## src/rtl/cu_struct_cmd_arbiter.sv

```systemverilog
// Round-robin arbiter that issues typed commands through a one-entry output slot,
// tracks outstanding commands per type and supports a flush/drain handshake.
//
// state    | meaning
// ST_RUN   | normal arbitration, grants allowed while enable is high
// ST_DRAIN | grants stopped; slot and responses keep draining
// ST_DONE  | slot empty and all counters zero; done high until flush drops
module cu_struct_cmd_arbiter #(
  parameter int NUM_REQ      = 4,
  parameter int ADDR_W       = 64,
  parameter int TAG_W        = 8,
  parameter int CNT_W        = 8,
  parameter int MAX_READ     = 32,
  parameter int MAX_WRITE    = 32,
  parameter int MAX_PREFETCH = 16,
  localparam int SRC_W       = $clog2(NUM_REQ)
) (
  input  logic                      clock,
  input  logic                      reset,
  input  logic                      enable,
  input  logic                      flush,
  input  logic [NUM_REQ-1:0]        req_valid,
  input  logic [2*NUM_REQ-1:0]      req_struct,
  input  logic [ADDR_W*NUM_REQ-1:0] req_addr,
  output logic [NUM_REQ-1:0]        req_ready,
  output logic                      cmd_valid,
  output logic [1:0]                cmd_struct,
  output logic [ADDR_W-1:0]         cmd_addr,
  output logic [SRC_W-1:0]          cmd_src,
  output logic [TAG_W-1:0]          cmd_tag,
  input  logic                      cmd_ready,
  input  logic                      rsp_valid,
  input  logic [1:0]                rsp_struct,
  output logic [CNT_W-1:0]          out_read,
  output logic [CNT_W-1:0]          out_write,
  output logic [CNT_W-1:0]          out_prefetch,
  output logic                      done,
  output logic                      err
);

  typedef enum logic [1:0] {
    STRUCT_INVALID = 2'd0,
    READ_DATA      = 2'd1,
    WRITE_DATA     = 2'd2,
    PREFETCH_DATA  = 2'd3
  } struct_e;

  typedef enum logic [1:0] {
    ST_RUN   = 2'd0,
    ST_DRAIN = 2'd1,
    ST_DONE  = 2'd2
  } state_e;

  state_e             state;
  logic [SRC_W-1:0]   rr_ptr;
  logic [TAG_W-1:0]   tag_ctr;

  logic [1:0]         ch_struct [NUM_REQ];
  logic [ADDR_W-1:0]  ch_addr   [NUM_REQ];
  logic [NUM_REQ-1:0] req_bad;
  logic [NUM_REQ-1:0] eligible;
  logic [3:0]         below_lim;

  logic               slot_free;
  logic               gnt_any;
  logic [SRC_W-1:0]   gnt_idx;
  logic [SRC_W-1:0]   cand;
  logic [1:0]         gnt_struct;
  logic [ADDR_W-1:0]  gnt_addr;

  logic               inc_rd, inc_wr, inc_pf;
  logic               dec_rd, dec_wr, dec_pf;
  logic [CNT_W-1:0]   read_nxt, write_nxt, pf_nxt;
  logic               underflow;
  logic               err_set;
  logic               slot_nxt;
  logic               drained;

  function automatic logic [CNT_W-1:0] next_count(input logic [CNT_W-1:0] cnt,
                                                  input logic inc,
                                                  input logic dec);
    logic [CNT_W-1:0] r;
    r = cnt;
    if (inc && !dec)
      r = cnt + CNT_W'(1);
    else if (dec && !inc && cnt != '0)
      r = cnt - CNT_W'(1);
    return r;
  endfunction

  // Index 0 stays low so an invalid struct can never pass the limit check.
  always_comb begin
    below_lim                = 4'b0000;
    below_lim[READ_DATA]     = out_read     < CNT_W'(MAX_READ);
    below_lim[WRITE_DATA]    = out_write    < CNT_W'(MAX_WRITE);
    below_lim[PREFETCH_DATA] = out_prefetch < CNT_W'(MAX_PREFETCH);
  end

  always_comb begin
    req_bad  = '0;
    eligible = '0;
    for (int i = 0; i < NUM_REQ; i++) begin
      ch_struct[i] = req_struct[2*i +: 2];
      ch_addr[i]   = req_addr[ADDR_W*i +: ADDR_W];
      req_bad[i]   = req_valid[i] && (ch_struct[i] == STRUCT_INVALID);
      eligible[i]  = req_valid[i] && (ch_struct[i] != STRUCT_INVALID) &&
                     below_lim[ch_struct[i]] && (state == ST_RUN) && enable;
    end
  end

  assign slot_free = !cmd_valid || cmd_ready;

  always_comb begin
    gnt_any = 1'b0;
    gnt_idx = '0;
    cand    = '0;
    for (int k = 0; k < NUM_REQ; k++) begin
      cand = SRC_W'((int'(rr_ptr) + k) % NUM_REQ);
      if (!gnt_any && eligible[cand]) begin
        gnt_any = 1'b1;
        gnt_idx = cand;
      end
    end
    if (reset || !slot_free)
      gnt_any = 1'b0;
  end

  assign gnt_struct = ch_struct[gnt_idx];
  assign gnt_addr   = ch_addr[gnt_idx];

  // Struct-0 requests are acknowledged and dropped even when no grant happens.
  always_comb begin
    req_ready = '0;
    if (!reset) begin
      for (int i = 0; i < NUM_REQ; i++)
        req_ready[i] = req_bad[i] || (gnt_any && (gnt_idx == SRC_W'(i)));
    end
  end

  always_comb begin
    inc_rd    = gnt_any && (gnt_struct == READ_DATA);
    inc_wr    = gnt_any && (gnt_struct == WRITE_DATA);
    inc_pf    = gnt_any && (gnt_struct == PREFETCH_DATA);
    dec_rd    = rsp_valid && (rsp_struct == READ_DATA);
    dec_wr    = rsp_valid && (rsp_struct == WRITE_DATA);
    dec_pf    = rsp_valid && (rsp_struct == PREFETCH_DATA);
    read_nxt  = next_count(out_read,     inc_rd, dec_rd);
    write_nxt = next_count(out_write,    inc_wr, dec_wr);
    pf_nxt    = next_count(out_prefetch, inc_pf, dec_pf);
    underflow = (dec_rd && out_read == '0) || (dec_wr && out_write == '0) ||
                (dec_pf && out_prefetch == '0);
    err_set   = underflow || (rsp_valid && rsp_struct == STRUCT_INVALID) || (|req_bad);
    slot_nxt  = gnt_any || (cmd_valid && !cmd_ready);
    // Look at next-cycle values so done follows the last response by one cycle.
    drained   = !slot_nxt && (read_nxt == '0) && (write_nxt == '0) && (pf_nxt == '0);
  end

  always_ff @(posedge clock) begin
    if (reset) begin
      state        <= ST_RUN;
      done         <= 1'b0;
      err          <= 1'b0;
      rr_ptr       <= '0;
      tag_ctr      <= '0;
      cmd_valid    <= 1'b0;
      cmd_struct   <= '0;
      cmd_addr     <= '0;
      cmd_src      <= '0;
      cmd_tag      <= '0;
      out_read     <= '0;
      out_write    <= '0;
      out_prefetch <= '0;
    end else begin
      if (gnt_any) begin
        cmd_valid  <= 1'b1;
        cmd_struct <= gnt_struct;
        cmd_addr   <= gnt_addr;
        cmd_src    <= gnt_idx;
        cmd_tag    <= tag_ctr;
        tag_ctr    <= tag_ctr + TAG_W'(1);
        rr_ptr     <= (gnt_idx == SRC_W'(NUM_REQ - 1)) ? '0 : gnt_idx + SRC_W'(1);
      end else if (cmd_ready) begin
        cmd_valid  <= 1'b0;
      end

      out_read     <= read_nxt;
      out_write    <= write_nxt;
      out_prefetch <= pf_nxt;
      if (err_set)
        err <= 1'b1;

      case (state)
        ST_RUN: begin
          if (flush)
            state <= ST_DRAIN;
        end
        ST_DRAIN: begin
          if (drained) begin
            state <= ST_DONE;
            done  <= 1'b1;
          end
        end
        ST_DONE: begin
          if (!flush) begin
            state <= ST_RUN;
            done  <= 1'b0;
          end
        end
        default: begin
          state <= ST_RUN;
          done  <= 1'b0;
        end
      endcase
    end
  end

endmodule

```

## config.mk

```make
export PLATFORM = sky130hd
export DESIGN_NAME = cu_struct_cmd_arbiter
export DESIGN_NICKNAME = d
export VERILOG_FILES = /design/src/rtl/cu_struct_cmd_arbiter.sv
export SDC_FILE = /design/constraint.sdc
export NUM_CORES = 1
export LEC_CHECK = 0
export CAP_MARGIN = 20
export CORE_ASPECT_RATIO = 0.5
export CORE_MARGIN = 2
export CORE_UTILIZATION = 37
export DETAILED_ROUTE_END_ITERATION = 12
export PLACE_DENSITY_LB_ADDON = 0.05
export SYNTH_ARGS = -nofsm -noshare
export SYNTH_HDL_FRONTEND = slang
export SYNTH_SLANG_ARGS = --single-unit
```

## constraint.sdc

```tcl
create_clock -name clock -period 5.45 [get_ports clock]
set_input_delay 1.635 -clock clock [delete_from_list [all_inputs] [get_ports clock]]
set_output_delay 1.635 -clock clock [all_outputs]
set_load 0.02 [all_outputs]
```

==> impl_metrics.yaml <==
worst_setup_path:
  critPathLaunchType: "primary input"
  critPathCaptureType: "primary output"
  worstRegToRegCells: 16
  crit_path_end: "req_ready[1]"
  critPathLaunch: "req_struct[3]"
  cpMaxStageDelayCell: "a221oi_4"
  reg2reg_setup_slack_ns: 0.90
  crit_path_max_fanout: 6
  cp_data_arrival_time_ns: 3.76
  critical_path_class: "in2out"
  worstPathCellList: "dlygate4sd2_1, nor2b_1, a22o_1, o211a_1, a221oi_4, o211ai_4, buf_4, ha_4, a21oi_2, nor2_2, buf_6"
  max_stage_delay_ns: 0.31
  r2r-end: "state[1]$_SDFFE_PP0P_"
  r2r-start: "out_prefetch[7]$_SDFF_PP0_"
  cp.required_ns: 3.82
global_route:
  grt_util_all_layers_pct: 29.8
  antenna_found_initial: 1
  grt_pass1_vias: 9356
  grt_pass1_wl_mm: 51.3
  grt_max_degree: 97
  grt_overflow: 0
yosys:
  ys_ff_latch: 115
  yosysWarnings: 0
  syn_nets: 1395
  async_flop_share_pct: 0
  ys.flop_type: "dfxtp_1"
  synth_cells: 1105
  synth_edf_count: 0
  syn_area_per_cell_um2: 6.92
  yosys.cell_types.count: 75
  syn_area_um2: 7640
  seq_area_frac_synth_pct: 30.1
floorplan:
  die_w_um: 207
  io_pins: 383
  core_area_um2: 20400
  rows: 37
  start_util_pct: 37.4
  die-area_um2: 21900
  die_h_um: 106
detailed_routing:
  drt-vias-per-instance: 5.34
  drc_errors: 0
  drtAntennaViolNets: 0
  wirelength_mm: 33.6
  drt_pass1_iterations: 7
  post_drt_wl_per_cell_um: 18.5
  drt_iter0_drc: 756
  num_vias: 9729
flow_run:
  max_cap_violations: 0
cts:
  cts_htree_levels: 4
  root_buffer: "clkbuf_16"
  tritoncts: "yes"
  insertion_delay_ns: 0.42
  clkTransAtPathRegs_ns: 0.06
  cts.path.max_buffers: 2
  cts_hold_buf: 0
  cts_sinks: 115
  cts_inserted_buffers: 17
power:
  clkPwrFrac_pct: 22.7
  p_leak_nw: 5.21
  power_frac_comb_pct: 52.9
  seqPwrFrac_pct: 24.4
  powerDensity_nw_per_um2: 377
  p_switching_mw: 2.03
  internal_power_mw: 2.95
  power.share.switching_pct: 40.8
  peakVddDrop_uv: 192
placed_design:
  dpl_cell_area_um2: 12200
  pre_cts_slack_ns: -0.723
  gp_congestion: 0.930
  numPortBuffers: 382
  dp.cells: 1767
  hpwl_mm: 25.1
finish:
  final_core_util_pct: 64.8
  synthToLayoutAreaGrowth_pct: 73.0
  nFillCells: 1801
  drive_above_1_share_pct: 16.6
  design_area_um2: 13200
  sequential_cell_area_um2: 2300
  nets: 1824
  multi_input_area_um2: 5290
  instances_no_fill: 1821
sta:
  setup_viol: 0
  tns_ns: 0
  skew_ns: 0.0125
  min_period_over_period_pct: 99.0
  worst_slack_ns: 0.0560
  drv_slew: 0
  max_slew_margin_pct: 39.1
  period_minus_slack_ns: 5.39
  final_hold_viol_count: 0
  fmax_mhz: 185
  tightest_slew_ns: 0.913
worst_hold_path:
  hold_path.class: "reg2reg"
run_status:
  status: "finished clean"
==> power by group through the flow <==
stage / combinational (mW) / sequential [mW] / clock [mW]
finish: 2.64 / 1.21 / 1.13
global route: 2.85 / 1.24 / 1.19
CTS: 2.54 / 1.21 / 1.15
detailed placement: 2.47 / 1.22 / 0
global placement: 2.46 / 1.21 / 0
floorplan: 1.19 / 1.42 / 0
==> cells by family (layout without fill, tap and decap cells) <==
kind of cell	after synthesis	count (layout)	share of synthesized area, %
adders and majority gates	14	14	2.29
DFF	115	115	30.1
buffers and inverters	90	532	4.49
AOI/OAI and AO/OA	230	230	20.4
and+or+nand+nor	632	632	39.8
xor gates and xnor gates	19	19	2.18
other	0	1	0
muxes	5	5	0.655
==> per-layer routing <==
layer	part of all wire [%]	wire length, um	track usage (%)	vias up
li1	-	-	-	4748
met1	42	14100	37.2	4599
met2	49	16400	51.0	331
met3	7.0	2350	7.78	51
met4	2.3	763	7.96	0
met5	0	0	0	-
==> flip-flops by register name, summed over array words and instances, names as in the netlist <==
signal and cells:
cmd_addr 64, cmd_src 2, cmd_struct 2, cmd_tag 8, cmd_valid 1, done 1, err 1, out_prefetch 8
out_read 8, out_write 8, rr_ptr 2, state 2, tag_ctr 8
==> how the worst min path moves through the flow <==
stage                                    startpoint                         to  depth (start not counted)
final                     cmd_addr[27]$_SDFFE_PP0P_  cmd_addr[27]$_SDFFE_PP0P_                          2
after global routing      cmd_addr[35]$_SDFFE_PP0P_  cmd_addr[35]$_SDFFE_PP0P_                          2
after CTS                 cmd_addr[35]$_SDFFE_PP0P_  cmd_addr[35]$_SDFFE_PP0P_                          2
after detailed placement  cmd_addr[35]$_SDFFE_PP0P_  cmd_addr[35]$_SDFFE_PP0P_                          2
after global placement      tag_ctr[7]$_SDFFE_PP0P_    cmd_tag[7]$_SDFFE_PP0P_                          2
after floorplan             tag_ctr[7]$_SDFFE_PP0P_    cmd_tag[7]$_SDFFE_PP0P_                          2
==> cell usage after synthesis (4+ instances only) <==
cell	number	area share, %
nand2_1	191	9.4
nor2_1	181	8.9
dfxtp_1	115	30
nand3_1	97	6.4
o21ai_0	79	5.2
clkbuf_1	66	3.2
nor3b_1	52	5.1
a31o_2	47	5.4
a21oi_1	42	2.8
nor3_1	20	1.3
ha_1	14	2.3
nand3b_1	12	1.2
nand4_1	12	0.98
inv_1	11	0.54
nor2b_1	11	0.90
and3_1	10	0.82
xnor2_1	10	1.1
xor2_1	9	1.0
o211ai_1	8	0.79
a211oi_1	7	0.69
buf_1	7	0.34
nand2b_1	7	0.57
nor4_1	6	0.49
or3_1	6	0.49
mux2i_1	5	0.65
a31oi_1	4	0.33
buf_2	4	0.26
nor4b_1	4	0.46
==> final cells by class <==
type / count / area share, %
multi-input cells: 900 / 40.0
repair buffers: 487 / 35.1
flip-flops and latches: 115 / 17.4
clock buffers: 19 / 3.35
well taps: 273 / 2.58
clock inverters: 13 / 1.12
inverters: 13 / 0.407
diodes: 1 / 0.0189
==> placed cells by master, fill, tap and decap left out, types with 11 or more instances in the layout <==
cell type | netlist | final
o21ai_0 | 79 | 77
clkdlybuf4s50_1 | 0 | 368
dfxtp_1 | 115 | 115
nand2_1 | 191 | 191
nand3b_1 | 12 | 12
nor3_1 | 20 | 16
clkbuf_16 | 0 | 18
nand3_1 | 97 | 96
nand4_1 | 12 | 12
buf_4 | 0 | 99
inv_1 | 11 | 11
nor2_1 | 181 | 175
a31o_2 | 47 | 47
nor3b_1 | 52 | 52
a21oi_1 | 42 | 34
==> worst max-delay path, delay by kind of cell <==
kind | cells | cell delay (ns)
simple gates | 2 | 0.21
compound gates | 5 | 1.16
fa+ha+maj | 1 | 0.15
buf+inv | 3 | 0.61
==> through the flow <==
stage	hold slack [ns]	power, mW
after detailed placement	0.448	3.69
after global routing	0.468	5.27
final	0.453	4.98
after CTS	0.456	4.90
after global placement	0.441	3.67
after floorplan	0.423	2.61
==> repair_timing <==
item,CTS,global route
cloned,0,1
buffers inserted,8,15
pin swaps,18,23
setup endpoints to repair,9,9
resized for setup,65,41
No activity file was read; power rests on OpenSTA's default activity.
